**src/rtl/ttt_pkg.sv**
```systemverilog
// Shared encodings and constants for the Tic Tac Toe turn controller.
// Line masks are listed in win_line bit order.
package ttt_pkg;

    typedef enum logic [1:0] {
        GS_OVER  = 2'd0,
        GS_P1    = 2'd1,
        GS_P2    = 2'd2,
        GS_CHECK = 2'd3
    } game_state_e;

    localparam logic [3:0]  NO_CELL   = 4'd15;
    localparam int unsigned NUM_CELLS = 9;
    localparam int unsigned NUM_LINES = 8;

    localparam logic [NUM_CELLS-1:0] LINE_MASKS [NUM_LINES] = '{
        9'b000_000_111,  // row 012
        9'b000_111_000,  // row 345
        9'b111_000_000,  // row 678
        9'b001_001_001,  // col 036
        9'b010_010_010,  // col 147
        9'b100_100_100,  // col 258
        9'b100_010_001,  // diag 048
        9'b001_010_100   // diag 246
    };

    function automatic logic [3:0] sat_inc(input logic [3:0] v);
        return (v == 4'hF) ? v : v + 4'd1;
    endfunction

endpackage

```
**src/rtl/ttt_line_checker.sv**
```systemverilog
// Combinational three-in-a-row detector for a single player's cell mask.
module ttt_line_checker
    import ttt_pkg::*;
(
    input  logic [NUM_CELLS-1:0] mask,
    output logic [NUM_LINES-1:0] line_hit,
    output logic                 any_win
);

    always_comb begin
        line_hit = '0;
        for (int unsigned i = 0; i < NUM_LINES; i++) begin
            line_hit[i] = ((mask & LINE_MASKS[i]) == LINE_MASKS[i]);
        end
        any_win = |line_hit;
    end

endmodule

```
**src/rtl/ttt_turn_controller.sv**
```systemverilog
// Turn sequencer and referee: arbitrates move requests, commits legal moves
// to the board register, and evaluates win/draw one cycle after each commit.
module ttt_turn_controller
    import ttt_pkg::*;
#(
    parameter int unsigned FIRST_PLAYER    = 1,
    parameter int unsigned ALTERNATE_START = 1
) (
    input  logic       clk,
    input  logic       rst,
    input  logic       new_game,
    input  logic       p1_req,
    input  logic [3:0] p1_coord,
    input  logic       p2_req,
    input  logic [3:0] p2_coord,
    output logic [1:0] game_state,
    output logic [8:0] board_occ,
    output logic [8:0] board_owner,
    output logic       move_ack,
    output logic       move_rej,
    output logic [3:0] last_move,
    output logic       win_signal,
    output logic [1:0] winner,
    output logic [7:0] win_line,
    output logic       draw,
    output logic [3:0] p1_wins,
    output logic [3:0] p2_wins,
    output logic [3:0] draws
);

    localparam logic        FIRST_P2    = (FIRST_PLAYER == 2);
    localparam game_state_e FIRST_STATE = FIRST_P2 ? GS_P2 : GS_P1;

    game_state_e state_q, state_d;
    logic        starter_p2_q, starter_p2_d;
    logic        mover_p2_q, mover_p2_d;
    logic [8:0]  occ_q, occ_d, owner_q, owner_d;
    logic [3:0]  last_move_q, last_move_d;
    logic        ack_q, ack_d, rej_q, rej_d, rej_pend_q, rej_pend_d;
    logic        win_q, win_d, draw_q, draw_d;
    logic [1:0]  winner_q, winner_d;
    logic [7:0]  win_line_q, win_line_d;
    logic [3:0]  p1w_q, p1w_d, p2w_q, p2w_d, draws_q, draws_d;

    logic        cur_p2, cur_req, oth_req, legal;
    logic [3:0]  cur_coord;
    logic [8:0]  cell_onehot, mover_mask;
    logic [7:0]  line_hit;
    logic        any_win;

    assign mover_mask = mover_p2_q ? (occ_q & owner_q) : (occ_q & ~owner_q);

    ttt_line_checker u_line_checker (
        .mask     (mover_mask),
        .line_hit (line_hit),
        .any_win  (any_win)
    );

    always_comb begin
        state_d      = state_q;
        starter_p2_d = starter_p2_q;
        mover_p2_d   = mover_p2_q;
        occ_d        = occ_q;
        owner_d      = owner_q;
        last_move_d  = last_move_q;
        ack_d        = 1'b0;
        rej_d        = 1'b0;
        rej_pend_d   = 1'b0;
        win_d        = win_q;
        draw_d       = draw_q;
        winner_d     = winner_q;
        win_line_d   = win_line_q;
        p1w_d        = p1w_q;
        p2w_d        = p2w_q;
        draws_d      = draws_q;

        cur_p2      = (state_q == GS_P2);
        cur_req     = cur_p2 ? p2_req : p1_req;
        oth_req     = cur_p2 ? p1_req : p2_req;
        cur_coord   = cur_p2 ? p2_coord : p1_coord;
        // Shifting past bit 8 yields zero, so off-board coords never alias a cell.
        cell_onehot = 9'b1 << cur_coord;
        legal       = (cur_coord <= 4'd8) && ((occ_q & cell_onehot) == '0);

        if (new_game) begin
            occ_d        = '0;
            owner_d      = '0;
            last_move_d  = NO_CELL;
            win_d        = 1'b0;
            draw_d       = 1'b0;
            winner_d     = 2'd0;
            win_line_d   = '0;
            starter_p2_d = (ALTERNATE_START == 1) ? ~starter_p2_q : FIRST_P2;
            state_d      = starter_p2_d ? GS_P2 : GS_P1;
        end else begin
            case (state_q)
                GS_P1, GS_P2: begin
                    if (cur_req && legal) begin
                        occ_d       = occ_q | cell_onehot;
                        owner_d     = cur_p2 ? (owner_q | cell_onehot) : (owner_q & ~cell_onehot);
                        last_move_d = cur_coord;
                        mover_p2_d  = cur_p2;
                        ack_d       = 1'b1;
                        state_d     = GS_CHECK;
                        // A simultaneous out-of-turn request is refused one cycle later so
                        // move_rej never coincides with move_ack.
                        rej_pend_d  = oth_req;
                    end else begin
                        rej_d = cur_req | oth_req;
                    end
                end
                GS_CHECK: begin
                    rej_d = p1_req | p2_req | rej_pend_q;
                    if (any_win) begin
                        win_d      = 1'b1;
                        winner_d   = mover_p2_q ? 2'd2 : 2'd1;
                        win_line_d = line_hit;
                        if (mover_p2_q) p2w_d = sat_inc(p2w_q);
                        else            p1w_d = sat_inc(p1w_q);
                        state_d    = GS_OVER;
                    end else if (&occ_q) begin
                        draw_d  = 1'b1;
                        draws_d = sat_inc(draws_q);
                        state_d = GS_OVER;
                    end else begin
                        state_d = mover_p2_q ? GS_P1 : GS_P2;
                    end
                end
                default: rej_d = p1_req | p2_req;
            endcase
        end
    end

    always_ff @(posedge clk) begin
        if (rst) begin
            state_q      <= FIRST_STATE;
            starter_p2_q <= FIRST_P2;
            mover_p2_q   <= 1'b0;
            occ_q        <= '0;
            owner_q      <= '0;
            last_move_q  <= NO_CELL;
            ack_q        <= 1'b0;
            rej_q        <= 1'b0;
            rej_pend_q   <= 1'b0;
            win_q        <= 1'b0;
            draw_q       <= 1'b0;
            winner_q     <= 2'd0;
            win_line_q   <= '0;
            p1w_q        <= '0;
            p2w_q        <= '0;
            draws_q      <= '0;
        end else begin
            state_q      <= state_d;
            starter_p2_q <= starter_p2_d;
            mover_p2_q   <= mover_p2_d;
            occ_q        <= occ_d;
            owner_q      <= owner_d;
            last_move_q  <= last_move_d;
            ack_q        <= ack_d;
            rej_q        <= rej_d;
            rej_pend_q   <= rej_pend_d;
            win_q        <= win_d;
            draw_q       <= draw_d;
            winner_q     <= winner_d;
            win_line_q   <= win_line_d;
            p1w_q        <= p1w_d;
            p2w_q        <= p2w_d;
            draws_q      <= draws_d;
        end
    end

    assign game_state  = state_q;
    assign board_occ   = occ_q;
    assign board_owner = owner_q;
    assign move_ack    = ack_q;
    assign move_rej    = rej_q;
    assign last_move   = last_move_q;
    assign win_signal  = win_q;
    assign winner      = winner_q;
    assign win_line    = win_line_q;
    assign draw        = draw_q;
    assign p1_wins     = p1w_q;
    assign p2_wins     = p2w_q;
    assign draws       = draws_q;

endmodule

```
**config.mk**
```make
export PLATFORM = sky130hd
export DESIGN_NAME = ttt_turn_controller
export DESIGN_NICKNAME = d
export VERILOG_FILES = /design/src/rtl/ttt_pkg.sv /design/src/rtl/ttt_line_checker.sv /design/src/rtl/ttt_turn_controller.sv
export SDC_FILE = /design/constraint.sdc
export NUM_CORES = 1
export LEC_CHECK = 0
export CAP_MARGIN = 20
export CORE_ASPECT_RATIO = 1.5
export CORE_MARGIN = 5
export CORE_UTILIZATION = 50
export CTS_BUF_LIST = sky130_fd_sc_hd__clkbuf_8
export DETAILED_ROUTE_END_ITERATION = 6
export GPL_ROUTABILITY_DRIVEN = 0
export GPL_TIMING_DRIVEN = 0
export PLACE_DENSITY = 0.8
export SYNTH_ARGS = -nofsm -noshare
export SYNTH_HDL_FRONTEND = slang
export SYNTH_SLANG_ARGS = --single-unit
```
**constraint.sdc**
```tcl
create_clock -name clk -period 4.12 [get_ports clk]
set_input_delay 0.412 -clock clk [delete_from_list [all_inputs] [get_ports clk]]
set_output_delay 0.412 -clock clk [all_outputs]
set_load 0.005 [all_outputs]
```
After elaboration in Yosys (flattened, before gate mapping)
Cells that the tools add are included.
Operators by class
  $add $sub $neg: 3
  order comparisons: 1
  equal/unequal tests: 15
  shift operators: 1
  mux-type cells: 16
  bitwise operators: 20
  reduce and logical (&&, ||, !) cells: 18
Operator list (number)
  bitwise AND 9 bit: 4
  == test 3 bit (second input constant): 8
  two-way mux 9 bit: 2
  inverter 9 bit: 2
  bitwise OR 9 bit: 2
  two-way mux 2 bit: 7
  AND reduction 13 bit: 1
  adder 4 x 1 -> 4 bit (second input constant): 3
  == test 4 bit (second input constant): 3
  AND reduction 11 bit: 1
  AND reduction 5 bit: 2
  zero test 9 bit: 1
  inverter 1 bit: 9
  AND reduction 9 bit: 1
  left shift 1 x 4 -> 9 bit (first input constant): 1
  OR reduction 8 bit: 1
  AND reduction 2 bit: 3
  == test 2 bit (second input constant): 2
  <= comparator 4 bit (second input constant): 1
  two-way mux 1 bit: 4
  two-way mux 4 bit: 1
  case mux 2 bit (2 select lines): 1
  OR reduction 2 bit: 2
  OR reduction 4 bit: 1
  other kinds (8): 11
Word-level totals
  register bits after elaboration: 53
  input port bits: 13
  output and inout bits: 50
  word-level logic and storage cells: 90

Logic depth before layout (Yosys ltp)
Gate-level depths: netlist of run 1.
  word-level depth: 10
  mapped depth: 11
  gate-level depth less buffers: 8

Modules after synthesis
A second synthesis of run 1 with hierarchy kept.
Unflattened totals
  cells, all modules: 315
  area, all modules: 2712.6 µm²
By module, submodules not included
  ttt_turn_controller: times used 1, cells each 302, area an instance 2612.5 µm², seq. area each 1061.0 µm²
  ttt_line_checker: times used 1, cells each 13, area an instance 100.1 µm², seq. area each 0.0 µm²

Least setup slack after synthesis of run 1
Ideal clock, no wire load.
  kind: reg2reg
  from: reg state_q[0] (netlist: game_state[0])
  to: reg last_move_q[3] (netlist: last_move[3])
  setup time: 0.120 ns
  arrival: 2.567 ns
  data required time: 4.000 ns
  slack: 1.433 ns
  stages on the path, launching flop included: 11
  path buffers: 2
  period minus slack after synthesis: 2.687 ns
  path through: dfxtp_1 > inv_1 > ha_1 > buf_2 > mux2_4 > and2_1 > a22o_1 > a211o_1 > or2_1 > buf_2 > a211o_1
On the way
  cells in the longest elaborated chain, start to end: 8
  elaborated cells on any way between the ends: 12
  those cells by class: order compare (1); eq/ne (2); shift (1); mux (2); bitwise (1); reduce/logical (5)
RTL lines
  start, declared: line ttt_turn_controller.sv:34  | game_state_e state_q, state_d;
  start signal, assigned: line ttt_turn_controller.sv:153  | state_q <= state_d;
  == test 2 bit (*): line ttt_turn_controller.sv:77  | cur_p2 = (state_q == GS_P2);
  via cur_p2: line ttt_turn_controller.sv:45  | logic cur_p2, cur_req, oth_req, legal;
  two-way mux 4 bit: line ttt_turn_controller.sv:80  | cur_coord = cur_p2 ? p2_coord : p1_coord;
  left shift 1 x 4 -> 9 bit: line ttt_turn_controller.sv:82  | cell_onehot = 9'b1 << cur_coord;
  bitwise AND 9 bit: line ttt_turn_controller.sv:83  | legal = (cur_coord <= 4'd8) && ((occ_q & cell_onehot) == '0);
  zero test 9 bit: line ttt_turn_controller.sv:83
  logical AND 1 bit: line ttt_turn_controller.sv:83
  logical AND 1 bit: line ttt_turn_controller.sv:98  | if (cur_req && legal) begin
  AND reduction 2 bit (no source line)
  end signal, assigned: line ttt_turn_controller.sv:158  | last_move_q <= last_move_d;
  end, declared: line ttt_turn_controller.sv:38  | logic [3:0] last_move_q, last_move_d;
Mark *: on every way through the listed nets, which the timed path passes. The rest lies on a longest branch.
A chain may end at the register's enable or synchronous reset.

Worst setup path in the final report of run 1
  from: reg state_q[1] (netlist: game_state[1])
  to: reg last_move_q[3] (netlist: last_move[3])
Same word-level chain as after synthesis.

==> summary.md, run 1 <==
| Metric | Value |
|---|---|
| Outcome | `complete, no violations` |
| CTS tree | `done` |
| CTS buffer count | `5` |
| Cell count after synthesis | `319` |
| Final Instance Area | `around 3500 um^2` |
| Initial antenna violation count | `0` |
| I/O pin cnt | `63` |
| Detailed Routing Iterations Pass 1 | `5` |
| Synth area leaders | `dfxtp_1, a21oi_1, mux2i_1` |
| Clock Skew | `roughly 0.0091 ns` |
| Slew @ Worst Pin | `between 0.6 and 0.7 ns` |
| Max-slew headroom | `52.5%` |
| Latest clock arrival within the worst-skew pair | `0.31 ns` |
| Clk buf depth | `2` |
| Post-Syn Area | `approximately 2700 um^2` |
| Rows | `33` |
| FMAX | `approximately 320 MHz` |
| CP Launch Type | `flip-flop` |
| Fin. max-slew vios | `0` |
| Clock Tree Root | `clkbuf_8` |
| Yosys top cell by area | `dfxtp_1` |
| Fin crit share | `75.4%` |
| PortBufs | `60` |
| Synth async-reset ratio | `0%` |
| Core area | `5370 um^2` |
| Syn_nets | `approximately 340` |
| First DRT Iteration DRCs | `roughly 180` |
| Crit Path Class | `flip-flop to flip-flop` |
| RSZ-0062 raised after global routing | `no` |
| H-tree depth | `2` |
| Placed cell count | `449` |
| Class of the worst hold path | `flip-flop to flip-flop` |
| CTS Hold Bufs | `0` |
| N_diodes | `0` |
| Fin. Hold Viols | `0` |
| Busiest grt layer | `met2` |
| # nets final | `around 410` |
| Die H | `100 um` |
| Worst EP required | `around 4.3 ns` |
| Synth warnings | `0` |
| P&R area growth vs syn | `28.6%` |
| GR Util met1 | `between 20 and 25%` |
| Syn avg cell area | `about 8.5 um^2` |
| Met2 Use GR | `about 37%` |
| Post-route DRC | `0` |
| Max-cap violation count | `0` |
| FF+latch count, synth | `between 50 and 60` |
| Most common cell after layout, fill and taps aside | `clkdlybuf4s50_1` |
| Final setup fails | `0` |
| Met3 usage | `under 10%` |
| Final HPWL DP | `5580 um` |
| Post-synth top area share | `about 40%` |
| Routed Antenna Nets | `0` |
| P per Cell Area | `279 nW/um^2` |
| Reg area | `between 1000 and 1500 um^2` |
| Post-Layout Cell Count | `about 460` |
| Fill count | `roughly 490` |
| Multi-input gate area | `around 1500 um^2` |
| Post-synthesis sequential area ratio | `between 30 and 40%` |
| Final Util | `roughly 65%` |
| Fraction of layout cells with a size suffix above 1 | `under 10%` |
| Most frequent cells in the layout | `clkdlybuf4s50_1, dfxtp_1, nand2_1` |
| Number of setup buffers added after CTS | `0` |
| Main flop type after synthesis | `dfxtp_1` |
| Post-CTS sizing | `0` |
| Post-synthesis cell type count | `56` |
| Final WL | `7360 um` |
| Crit path max fanout | `10` |
| Placed cell areas | `between 3000 and 4000 um^2` |
| Wire per inst | `~16 um` |
| CTS clock-pin slew for the worst setup and hold paths | `around 0.10 ns` |
| Starting Density | `between 50 and 60%` |
| Vias in the first global route | `2,602` |
| Die extent in x | `70.3 um` |
| First-pass GRT wire length | `~12,000 um` |
| CTS Sinks | `between 50 and 60` |
| Largest net degree at the start of global routing | `18` |
| Endpoint type of the worst setup path | `flip-flop` |
| Crit path DAT | `between 3 and 4 ns` |
| Maximum VDD drop | `around 0.00025 V` |
| Die area | `7060 um^2` |
| Post-synth EDFFs | `0` |
| Via count | `about 2,700` |
| Via density | `between 5 and 6` |
| Total power | `~0.98 mW` |
| GRT Residual Overflow | `0` |
| Total GRT Usage | `20.8%` |
| Pleak | `about 1.2 nW` |
| Fin Setup TNS | `0 ns` |
| Fin crit period | `3.11 ns` |
-- path summary, 6_finish.rpt --
kind         depth (start not counted)                  startpoint                   endpoint  slack [ns]
max                                  9  game_state[1]$_SDFFE_PP0P_  last_move[3]$_SDFFE_PP1P_        1.01
min                                  2     win_signal$_SDFFE_PP0P_    win_signal$_SDFFE_PP0P_        0.45
max reg2reg                          9  game_state[1]$_SDFFE_PP0P_  last_move[3]$_SDFFE_PP1P_        1.01
min reg2reg                          2     win_signal$_SDFFE_PP0P_    win_signal$_SDFFE_PP0P_        0.45
-- metal layers --
layer	wire, um	part of all wire [%]
met4	203	2.8
met1	2960	40
met5	0	0
met3	395	5.4
met2	3800	52
-- Yosys cell counts (2+ instances only) --
library cell and count:
nor4b_2 3, nand2_1 34, clkbuf_1 10, a211oi_1 2
nand4_1 8, o31ai_1 6, or2_1 2, o21a_1 8
nand3b_1 2, buf_6 2, mux2i_1 14, or4b_1 2
or3_1 5, o21ai_1 9, buf_2 7, a211o_1 3
nand2b_1 2, ha_1 6, nor3_2 2, o311ai_1 2
and2_1 2, xnor2_1 3, nor2b_1 3, or4_1 9
dfxtp_1 53, nand3_1 21, a21oi_1 31, o211ai_1 3
nor2_1 18, nor4_1 2, nor3_1 4, inv_1 12
o32ai_1 2, a31oi_1 4, a21boi_0 2
-- through the flow --
stage / setup WS [ns] / hold WS, ns
6_report: 1.01 / 0.455
5_1_grt: 0.841 / 0.488
4_1_cts: 1.06 / 0.462
3_5_place_dp: 0.921 / 0.448
3_3_place_gp: 1.01 / 0.436
2_1_floorplan: 1.43 / 0.442
-- layout make-up --
type,count,area share (%)
clock inverter,3,0.643
inverter,12,1.29
clock buffer,5,1.96
timing repair buffer,60,17.1
buffer,21,3.03
sequential,53,30.3
multi-input combinational,233,43.2
tap,70,2.50
-- power by group --
part	total (mW)	leakage, nW	internal, mW	switching (mW)
registers	0.532	0.428	0.522	0.0101
logic	0.150	0.762	0.0641	0.0856
clock network	0.297	0.0481	0.121	0.176
total	0.978	1.24	0.707	0.272
-- worst max-delay path, stage by stage, from the launching register on --
cell and delay [ns]:
dfxtp_1 0.43, ha_1 0.27, mux2i_1 0.63, and2_1 0.22, clkbuf_1 0.25, a32o_1 0.22
a211o_1 0.31, buf_2 0.31, nor3_2 0.10, a211o_1 0.28
-- cells by family after synthesis --
kind of cell	share of synthesized area, %
simple gates	25.6
compound gates	19.8
flops	38.9
buf+inv	5.56
mux	6.11
fa+ha+maj	2.75
xor+xnor	1.29
No activity file was read; power rests on OpenSTA's default activity.
==> run 2: changes to the inputs <==
clock period = 3.2 ns   (was 4.12 ns; I/O delays follow)
==> summary.md, run 2 (same netlist as run 1, synthesis figures left out) <==
| Metric | Value |
|---|---|
| Outcome | `complete, no violations` |
| Crit path DAT | `about 3.2 ns` |
| First DRT Iteration DRCs | `182` |
| I/O pin cnt | `63` |
| Pre-CTS setup slack | `0.0931 ns` |
| Fraction of layout cells with a size suffix above 1 | `under 10%` |
| CTS Hold Bufs | `0` |
| RSZ-0062 raised after global routing | `no` |
| Initial antenna violation count | `0` |
| Die area | `between 7000 and 8000 um^2` |
| Max-slew headroom | `roughly 48%` |
| Largest net degree at the start of global routing | `18` |
| Slew @ Worst Pin | `around 0.78 ns` |
| Delay of the slowest critical-path stage | `0.71 ns` |
| GRT Residual Overflow | `0` |
| P per Cell Area | `360 nW/um^2` |
| Critical-path top delay cell | `o32ai_1` |
| Wire per inst | `roughly 16 um` |
| Total power | `~1.3 mW` |
| Crit Path Class | `flip-flop to flip-flop` |
| Maximum VDD drop | `around 0.00032 V` |
| FMAX | `around 330 MHz` |
| Clk network pwr share | `between 30% and 40%` |
| Most common cell after layout, fill and taps aside | `clkdlybuf4s50_1` |
| Hold Crit Start | `rst` |
| Worst path top cell family by delay | `compound AO/OA/AOI/OAI gates` |
| Clock Skew | `0.00964 ns` |
| Pleak | `1.24 nW` |
| Most frequent cells in the layout | `clkdlybuf4s50_1, dfxtp_1, nand2_1` |
| # nets final | `405` |
| Total net switching power | `0.354 mW` |
| Worst EP required | `~3.4 ns` |
| Sw Ratio | `28.0%` |
| Final HPWL DP | `roughly 5600 um` |
| Class of the worst hold path | `input port to flip-flop` |
| Die extent in x | `70.3 um` |
| Hold Slack | `0.398 ns` |
| CTS Sinks | `53` |
| Number of setup buffers added after CTS | `0` |
| Fin crit period | `about 3.0 ns` |
| Crit path max fanout | `10` |
| Clk buf depth | `2` |
| Endpoint type of the worst setup path | `flip-flop` |
| P&R area growth vs syn | `29.2%` |
| Fin. max-slew vios | `0` |
| Gate power share | `roughly 16%` |
| Routed Antenna Nets | `0` |
| Core area | `~5400 um^2` |
| Rows | `33` |
| PortBufs | `60` |
| Via count | `2,667` |
| N_diodes | `0` |
| Latest clock arrival within the worst-skew pair | `just over 0.3 ns` |
| Max-cap violation count | `0` |
| Detailed Routing Iterations Pass 1 | `5` |
| Post-route DRC | `0` |
| Final setup fails | `0` |
| Worst path cell trace | `inv_1 -> ha_1 -> buf_2 -> o32ai_1 -> a32o_1 -> a211o_1 -> buf_2 -> nor3_2 -> a211o_1` |
| Fin Setup TNS | `0 ns` |
| Die H | `between 100 and 150 um` |
| H-tree depth | `2` |
| Fin. Hold Viols | `0` |
| CP Launch Type | `flip-flop` |
| First-pass GRT wire length | `between 10,000 and 15,000 um` |
| CTS clock-pin slew for the worst setup and hold paths | `around 0.10 ns` |
| Power Internal | `about 0.9 mW` |
| CP startpoint | `game_state[0]$_SDFFE_PP1P_` |
| Total GRT Usage | `between 20% and 30%` |
| CTS tree | `done` |
| Vias in the first global route | `~2,600` |
| Sequential share of power | `roughly 54%` |
| Crit path buf inv count | `3` |
| Starting Density | `between 50% and 60%` |
| Clock Tree Root | `clkbuf_8` |
| Via density | `a little under 6` |
| Fin crit share | `94.6%` |
| CTS buffer count | `5` |
| Setup ws final | `approximately 0.17 ns` |
| Critical R2R Launch | `game_state[0]$_SDFFE_PP1P_` |
| Post-CTS sizing | `0` |
| Final WL | `~7400 um` |
## run 2: metal layers
metal | share of wire, % | up-vias | track usage (%) | routed length (um)
li1 | - | 1304 | - | -
met1 | 39 | 1239 | 23.1 | 2880
met2 | 51 | 104 | 37.4 | 3770
met3 | 6.4 | 20 | 4.31 | 477
met4 | 4.0 | 0 | 9.88 | 295
met5 | 0 | - | 0 | 0
## run 2: final cells by class
class | count | area [um^2]
buffer | 21 | 106
clock buffer | 5 | 68.8
clock inverter | 3 | 22.5
fill | 485 | 1850
inverter | 12 | 45.0
multi-input combinational | 233 | 1530
sequential | 53 | 1060
tap | 70 | 87.6
timing repair buffer | 60 | 601
## run 2: power by group through the flow
stage                     Sequential, mW  Clock (mW)  Combinational, mW
final                              0.685       0.383              0.199
after global routing               0.687       0.422              0.218
after CTS                          0.685       0.394              0.192
after detailed placement           0.700           0              0.190
after global placement             0.699           0              0.189
after floorplan                    0.698           0              0.119
## run 2: final timing paths
| kind | to | slack, ns | cells past startpoint |
|---|---|---|---|
| max reg2reg | last_move[3]$_SDFFE_PP1P_ | 0.17 | 9 |
| max | last_move[3]$_SDFFE_PP1P_ | 0.17 | 9 |
| min | draws[2]$_SDFFE_PP0P_ | 0.40 | 2 |
| min reg2reg | win_signal$_SDFFE_PP0P_ | 0.45 | 2 |
## run 2: per-stage QoR
stage          area, um^2  utilization (%)  cells
6_report             3520             65.6    457
2_1_floorplan        2730                -    319
4_1_cts              3500             65.3    457
3_5_place_dp         3410             63.6    449
3_3_place_gp         3410             63.6    449
5_1_grt              3520             65.6    457
## run 2: worst register-to-register path: stages (launching register included)
cell	delay, ns
dfxtp_1	0.41
inv_1	0.08
ha_1	0.26
buf_2	0.20
o32ai_1	0.71
a32o_1	0.27
a211o_1	0.31
buf_2	0.31
nor3_2	0.10
a211o_1	0.28
==> run 3: changes to the inputs <==
ABC_CLOCK_PERIOD_IN_PS = 3200   (was unset)
PLACE_DENSITY = unset   (was 0.8)
PLACE_DENSITY_LB_ADDON = 0.2   (was unset)
==> summary.md, run 3 (same netlist as run 1, synthesis figures left out) <==
| Metric | Value |
|---|---|
| Outcome | `complete, no violations` |
| CTS Sinks | `between 50 and 60` |
| I/O pin cnt | `63` |
| Fin. max-slew vios | `0` |
| Crit Path Class | `flip-flop to flip-flop` |
| RSZ-0062 raised after global routing | `no` |
| Clock Skew | `between 0.007 and 0.008 ns` |
| CP Launch Type | `flip-flop` |
| Met3 usage | `under 10%` |
| Max-cap violation count | `0` |
| Final HPWL DP | `5640 um` |
| CP startpoint | `game_state[0]$_SDFFE_PP1P_` |
| Via density | `between 5 and 6` |
| Clk buf depth | `2` |
| Most common cell after layout, fill and taps aside | `clkdlybuf4s50_1` |
| Final Util | `66.3%` |
| Critical Path Sink | `last_move[3]$_SDFFE_PP1P_` |
| Vias in the first global route | `~2,600` |
| Total GRT Usage | `between 20% and 30%` |
| Via count | `between 2,000 and 3,000` |
| Reg2reg end | `last_move[3]$_SDFFE_PP1P_` |
| First-pass GRT wire length | `between 10,000 and 15,000 um` |
| Crit path DAT | `around 3.3 ns` |
| Pre-CTS setup slack | `around 0.12 ns` |
| Crit path max fanout | `10` |
| CTS clock-pin slew for the worst setup and hold paths | `roughly 0.10 ns` |
| Critical-path top delay cell | `o32ai_1` |
| Total net switching power | `0.350 mW` |
| Clk network pwr share | `approximately 38%` |
| Fin Setup TNS | `0 ns` |
| Fin crit period | `about 3 ns` |
| Placed cell count | `about 450` |
| Top cell by count, worst path | `buf_2` |
| Worst EP required | `3.41 ns` |
| Crit path buf inv count | `3` |
| Placed cell areas | `between 3000 and 4000 um^2` |
| Detailed Routing Iterations Pass 1 | `4` |
| Sequential share of power | `between 40% and 50%` |
| Sw Ratio | `between 20% and 30%` |
| P per Cell Area | `~400 nW/um^2` |
| Clock Tree Root | `clkbuf_8` |
| Initial antenna violation count | `0` |
| Rows | `33` |
| Fill count | `489` |
| Total power | `1.42 mW` |
| Post-Layout Cell Count | `~460` |
| Critical R2R Launch | `game_state[0]$_SDFFE_PP1P_` |
| Worst path cell trace | `inv_1 -> ha_1 -> buf_2 -> o32ai_1 -> a311oi_2 -> nand3_1 -> buf_2 -> nor3_2 -> a211o_1` |
| Number of cells on the critical path | `9` |
| Final setup fails | `0` |
| Core area | `5370 um^2` |
| Final WL | `roughly 7500 um` |
| Starting Density | `50.8%` |
| Final Instance Area | `about 3600 um^2` |
| Setup ws final | `0.149 ns` |
| Worst path top cell family by delay | `compound AO/OA/AOI/OAI gates` |
| Fin crit share | `a little over nine tenths` |
| Routed Antenna Nets | `0` |
| Number of setup buffers added after CTS | `0` |
| Fraction of layout cells with a size suffix above 1 | `approximately 8%` |
| Met2 Use GR | `around 38%` |
| Pleak | `1.26 nW` |
| CTS Hold Bufs | `0` |
| Post-CTS sizing | `0` |
| Die H | `roughly 100 um` |
| Most frequent cells in the layout | `clkdlybuf4s50_1, dfxtp_1, nand2_1` |
| CTS buffer count | `5` |
| Power Internal | `~1.1 mW` |
| Slew @ Worst Pin | `0.800 ns` |
| Post-route DRC | `0` |
| Largest net degree at the start of global routing | `17` |
| FMAX | `~330 MHz` |
| # nets final | `approximately 400` |
| PortBufs | `60` |
| Maximum VDD drop | `about 0.00034 V` |
| Die area | `7060 um^2` |
| Class of the worst hold path | `input port to flip-flop` |
| Latest clock arrival within the worst-skew pair | `between 0.3 and 0.4 ns` |
| Register-to-register setup slack | `about 0.15 ns` |
| CTS tree | `done` |
| Max-slew headroom | `46.5%` |
| H-tree depth | `2` |
| GRT Residual Overflow | `0` |
| N_diodes | `0` |
| GR Util met1 | `a little under a quarter` |
| P&R area growth vs syn | `30.5%` |
| R2R depth | `9` |
| First DRT Iteration DRCs | `about 220` |
| Hold Slack | `0.388 ns` |
| Gate power share | `between 10% and 20%` |
| Busiest grt layer | `met2` |
| Delay of the slowest critical-path stage | `0.73 ns` |
| Wire per inst | `about 16 um` |
| Endpoint type of the worst setup path | `flip-flop` |
| Die extent in x | `between 70 and 80 um` |
| Fin. Hold Viols | `0` |
[run 3: changes by cell type in the layout (fill, tap and decap cells not counted)]
| cell | delta |
|---|---|
| bufinv_16 | +2 |
| nand3_1 | +1 |
| nand3_2 | -1 |
| clkinv_4 | -2 |
[run 3: metal layers]
layer	wire length, um	vias to the layer above
met2	3920	94
met4	199	0
met1	2900	1261
met3	460	17
li1	-	1301
met5	0	-
[run 3: final cells by class]
cell class | instances | area (um^2) | area share (%)
buffer | 21 | 106 | 2.99
clock buffer | 5 | 68.8 | 1.93
clock inverter | 3 | 65.1 | 1.83
inverter | 12 | 45.0 | 1.27
multi-input combinational | 233 | 1520 | 42.8
sequential | 53 | 1060 | 29.8
tap | 70 | 87.6 | 2.46
timing repair buffer | 60 | 601 | 16.9
[run 3: worst register-to-register path, stage by stage, from the launching register on]
cell      delay, ns
dfxtp_1        0.40
inv_1          0.09
ha_1           0.27
buf_2          0.21
o32ai_1        0.73
a311oi_2       0.27
nand3_1        0.29
buf_2          0.32
nor3_2         0.10
a211o_1        0.28
[run 3: worst min-delay path by stage]
stage,end,depth (start not counted),slack (ns),startpoint
6_report,draws[2]$_SDFFE_PP0P_,2,0.39,rst
5_1_grt,mover_p2_q$_SDFFE_PP0P_,2,0.46,rst
4_1_cts,draws[2]$_SDFFE_PP0P_,2,0.41,rst
3_5_place_dp,win_line[7]$_SDFFE_PP0P_,2,0.45,win_line[7]$_SDFFE_PP0P_
3_3_place_gp,win_signal$_SDFFE_PP0P_,2,0.44,win_signal$_SDFFE_PP0P_
2_1_floorplan,win_signal$_SDFFE_PP0P_,2,0.44,win_signal$_SDFFE_PP0P_
[run 3: power by group through the flow]
stage / registers, mW / logic (mW) / clock network [mW]
floorplan: 0.698 / 0.119 / 0
global placement: 0.699 / 0.192 / 0
detailed placement: 0.699 / 0.193 / 0
CTS: 0.684 / 0.195 / 0.538
global route: 0.686 / 0.218 / 0.561
finish: 0.684 / 0.199 / 0.534
==> RTL edit: new RTL, config.mk and constraints of run 3 <==
Make the reset (`rst`) asynchronous in one clocked block.
--- a/src/rtl/ttt_turn_controller.sv
+++ b/src/rtl/ttt_turn_controller.sv
@@ -133,3 +133,3 @@
 
-    always_ff @(posedge clk) begin
+    always_ff @(posedge clk or posedge rst) begin
         if (rst) begin
Behaviour: differs if rst is asserted again (counterexample within 4 cycles, from zero or initial values and one cycle with rst high); with rst held inactive, the same outputs for 4 cycles.
==> RTL edit against run 3 <==
Routed wire length down 4.2%. Synthesized area up 4.4%. Critical endpoint is now mover_p2_q. Clock skew down 0.00060 ns. Worst hold slack worse by 0.053 ns. Design area up 2.5%. Highest routed layer unchanged. Die area up 3.8%. Setup slack better by 0.052 ns. Critical path depth down 1. Sequential cell count unchanged.
Power is not compared: it rests on default switching activity, and its combinational part moved more than twofold at a synthesized area within 25%.
==> RTL edit: results (changes against run 3) <==
----------------------------------------------------
[Status]
  Run status ... finished clean (unchanged)

[Min path]
  Hold/Removal Path Class ... in -> async (was in -> reg)

[Synth]
  Number of unique standard cell types used by synthesis ... 53 (was 56)
  Most frequent cells after synthesis ... dfrtp_1, nor2_1, nand2_1 (was dfxtp_1, nand2_1, a21oi_1)
  Share of synthesized flip-flops with an asynchronous set or reset ... 1.00 (was 0)
  Sequential element share of the synthesized area ... 0.469 (was 0.389)
  Area contributors post-synth ... dfrtp_1, dfstp_2, nor2_1, a21oi_1, mux2i_1 (was dfxtp_1, a21oi_1, mux2i_1, nand2_1, nand3_1)
  Yosys top cell area share ... 0.422 (was 0.389)
  Synth Net Count ... 309 (was 338)
  Post-Syn Area ... 2840 um2 (was 2730 um2)
  Count of synthesis-stage warnings from yosys ... 0 (unchanged)

[Layout]
  Final #Nets ... 379 (was 405)
  Count of fill cells added during filler insertion ... 480 (was 489)
  Share of layout cells above drive strength 1 ... 0.100 (was 0.0801)
  Antenna diodes ... 0 (unchanged)

[CTS]
  Total of cells resized after clock tree synthesis ... 0 (unchanged)
  Clock root cell ... clkbuf_8 (unchanged)
  Reg clk slew, reported paths ... 0.09 ns
  Clk buf depth ... 2 (unchanged)
  Number of clock buffers inserted by TritonCTS ... 5 (unchanged)
  Clock latency reported for the late side of the worst-skew pair ... 0.31 ns (about the same)
  Hold Buf Count CTS ... 0 (unchanged)
  Setup fix buffers added after clock tree synthesis ... 0 (unchanged)
  Level count of the clock H-tree ... 2 (unchanged)

[Route]
  Total routed wirelength ... 7160 um (was 7480 um)
  Avg Vias per Cell ... 5.84 (was 5.85)
  Initial DRC count ... 80 (was 215)
  Detailed-routing iteration count for the pre-antenna-repair pass ... 4 (unchanged)

[Global routing]
  GRT Util Overall ... 0.206 (was 0.211)
  Wire length of the first global-routing pass ... 11800 um (was 12100 um)
  Number of antenna violations at the first check in global routing ... 0 (unchanged)
  Largest net degree at the start of global routing ... 35 (was 17)
  Vias in the first global route ... 2456 (was 2562)

[Placed design]
  DPL Wire Length ... 5450 um (was 5640 um)
  Place WS ... 0.188 ns (was 0.116 ns)
  Buffers added on ports ... 62 (was 60)

[Setup path]
  Depth of the worst register-to-register path ... 8 (was 9)
  Critical-path maximum fanout ... 8 (was 10)
  Critical Path Source ... game_state[0] (unchanged)
  Data arrival time of the worst path ... 3.20 ns (was 3.26 ns)
  Endpoint of the most critical setup path ... mover_p2_q (was last_move[3])
  Slack of the worst reg-to-reg path ... 0.20 ns (was 0.15 ns)

[Pwr]
  Peak VDD IR ... 0.327 mV
  Static leakage ... 1.55 nW

[STA]
  Worst slew margin relative to its limit ... 0.605 (was 0.465)
  Clock tree skew after final layout ... 0.00730 ns (was 0.00790 ns)
  Period minus WS final ... 3.00 ns (was 3.05 ns)

----------------------------------------------------
-- RTL edit: cells by family (layout without fill, tap and decap cells) --
| kind of cell | count (synthesis) | after routing | share of synthesized area |
|---|---|---|---|
| simple gates | 127 | 127 | 0.234 |
| fa+ha+maj | 6 | 6 | 0.0264 |
| flops | 53 | 53 | 0.469 |
| compound gates | 53 | 53 | 0.124 |
| xor+xnor | 12 | 12 | 0.0396 |
| mux | 19 | 19 | 0.0748 |
| buf+inv | 20 | 89 | 0.0326 |
-- RTL edit: worst min-delay path by stage --
stage,endpoint,cells past startpoint,slack (ns)
2_1_floorplan,starter_p2_q,1,0.45
6_report,p2_wins[0],2,0.33
4_1_cts,p2_wins[0],2,0.35
5_1_grt,p2_wins[0],2,0.38
3_5_place_dp,starter_p2_q,1,0.48
3_3_place_gp,starter_p2_q,1,0.48
-- RTL edit: critical path: stages (launching register included) --
cell and delay, ns:
dfstp_2 0.55, inv_1 0.08, ha_1 0.28, mux2_2 0.36
mux4_2 0.53, nor2b_1 0.18, nor4_4 0.35, and2b_1 0.24
mux2_1 0.33
-- RTL edit: report_power, final --
group	switching [mW]	internal [mW]
combinational	0.407	0.340
sequential	0.0611	0.748
clock	0.208	0.145
-- RTL edit: per-stage QoR --
step,std cells,cell area (um2)
after floorplan,290,2840
after global placement,422,3550
after detailed placement,423,3570
after CTS,429,3650
after global routing,429,3650
final,429,3650
-- RTL edit: layout make-up --
cell class	count	area, um2	share of cell area
well taps	70	87.6	0.0240
plain buffers	12	62.6	0.0172
inverters	8	30.0	0.00824
clock inverters	1	5.00	0.00137
repair buffers	63	641	0.176
flip-flops and latches	53	1330	0.365
clock buffers	5	68.8	0.0189
multi-input cells	217	1420	0.389
-- RTL edit: routing by layer --
layer	GRT usage	vias up	routed length, um
met5	0	-	0
met4	0.0897	0	208
met3	0.0344	18	320
met2	0.377	75	3730
met1	0.233	1225	2900
li1	-	1189	-
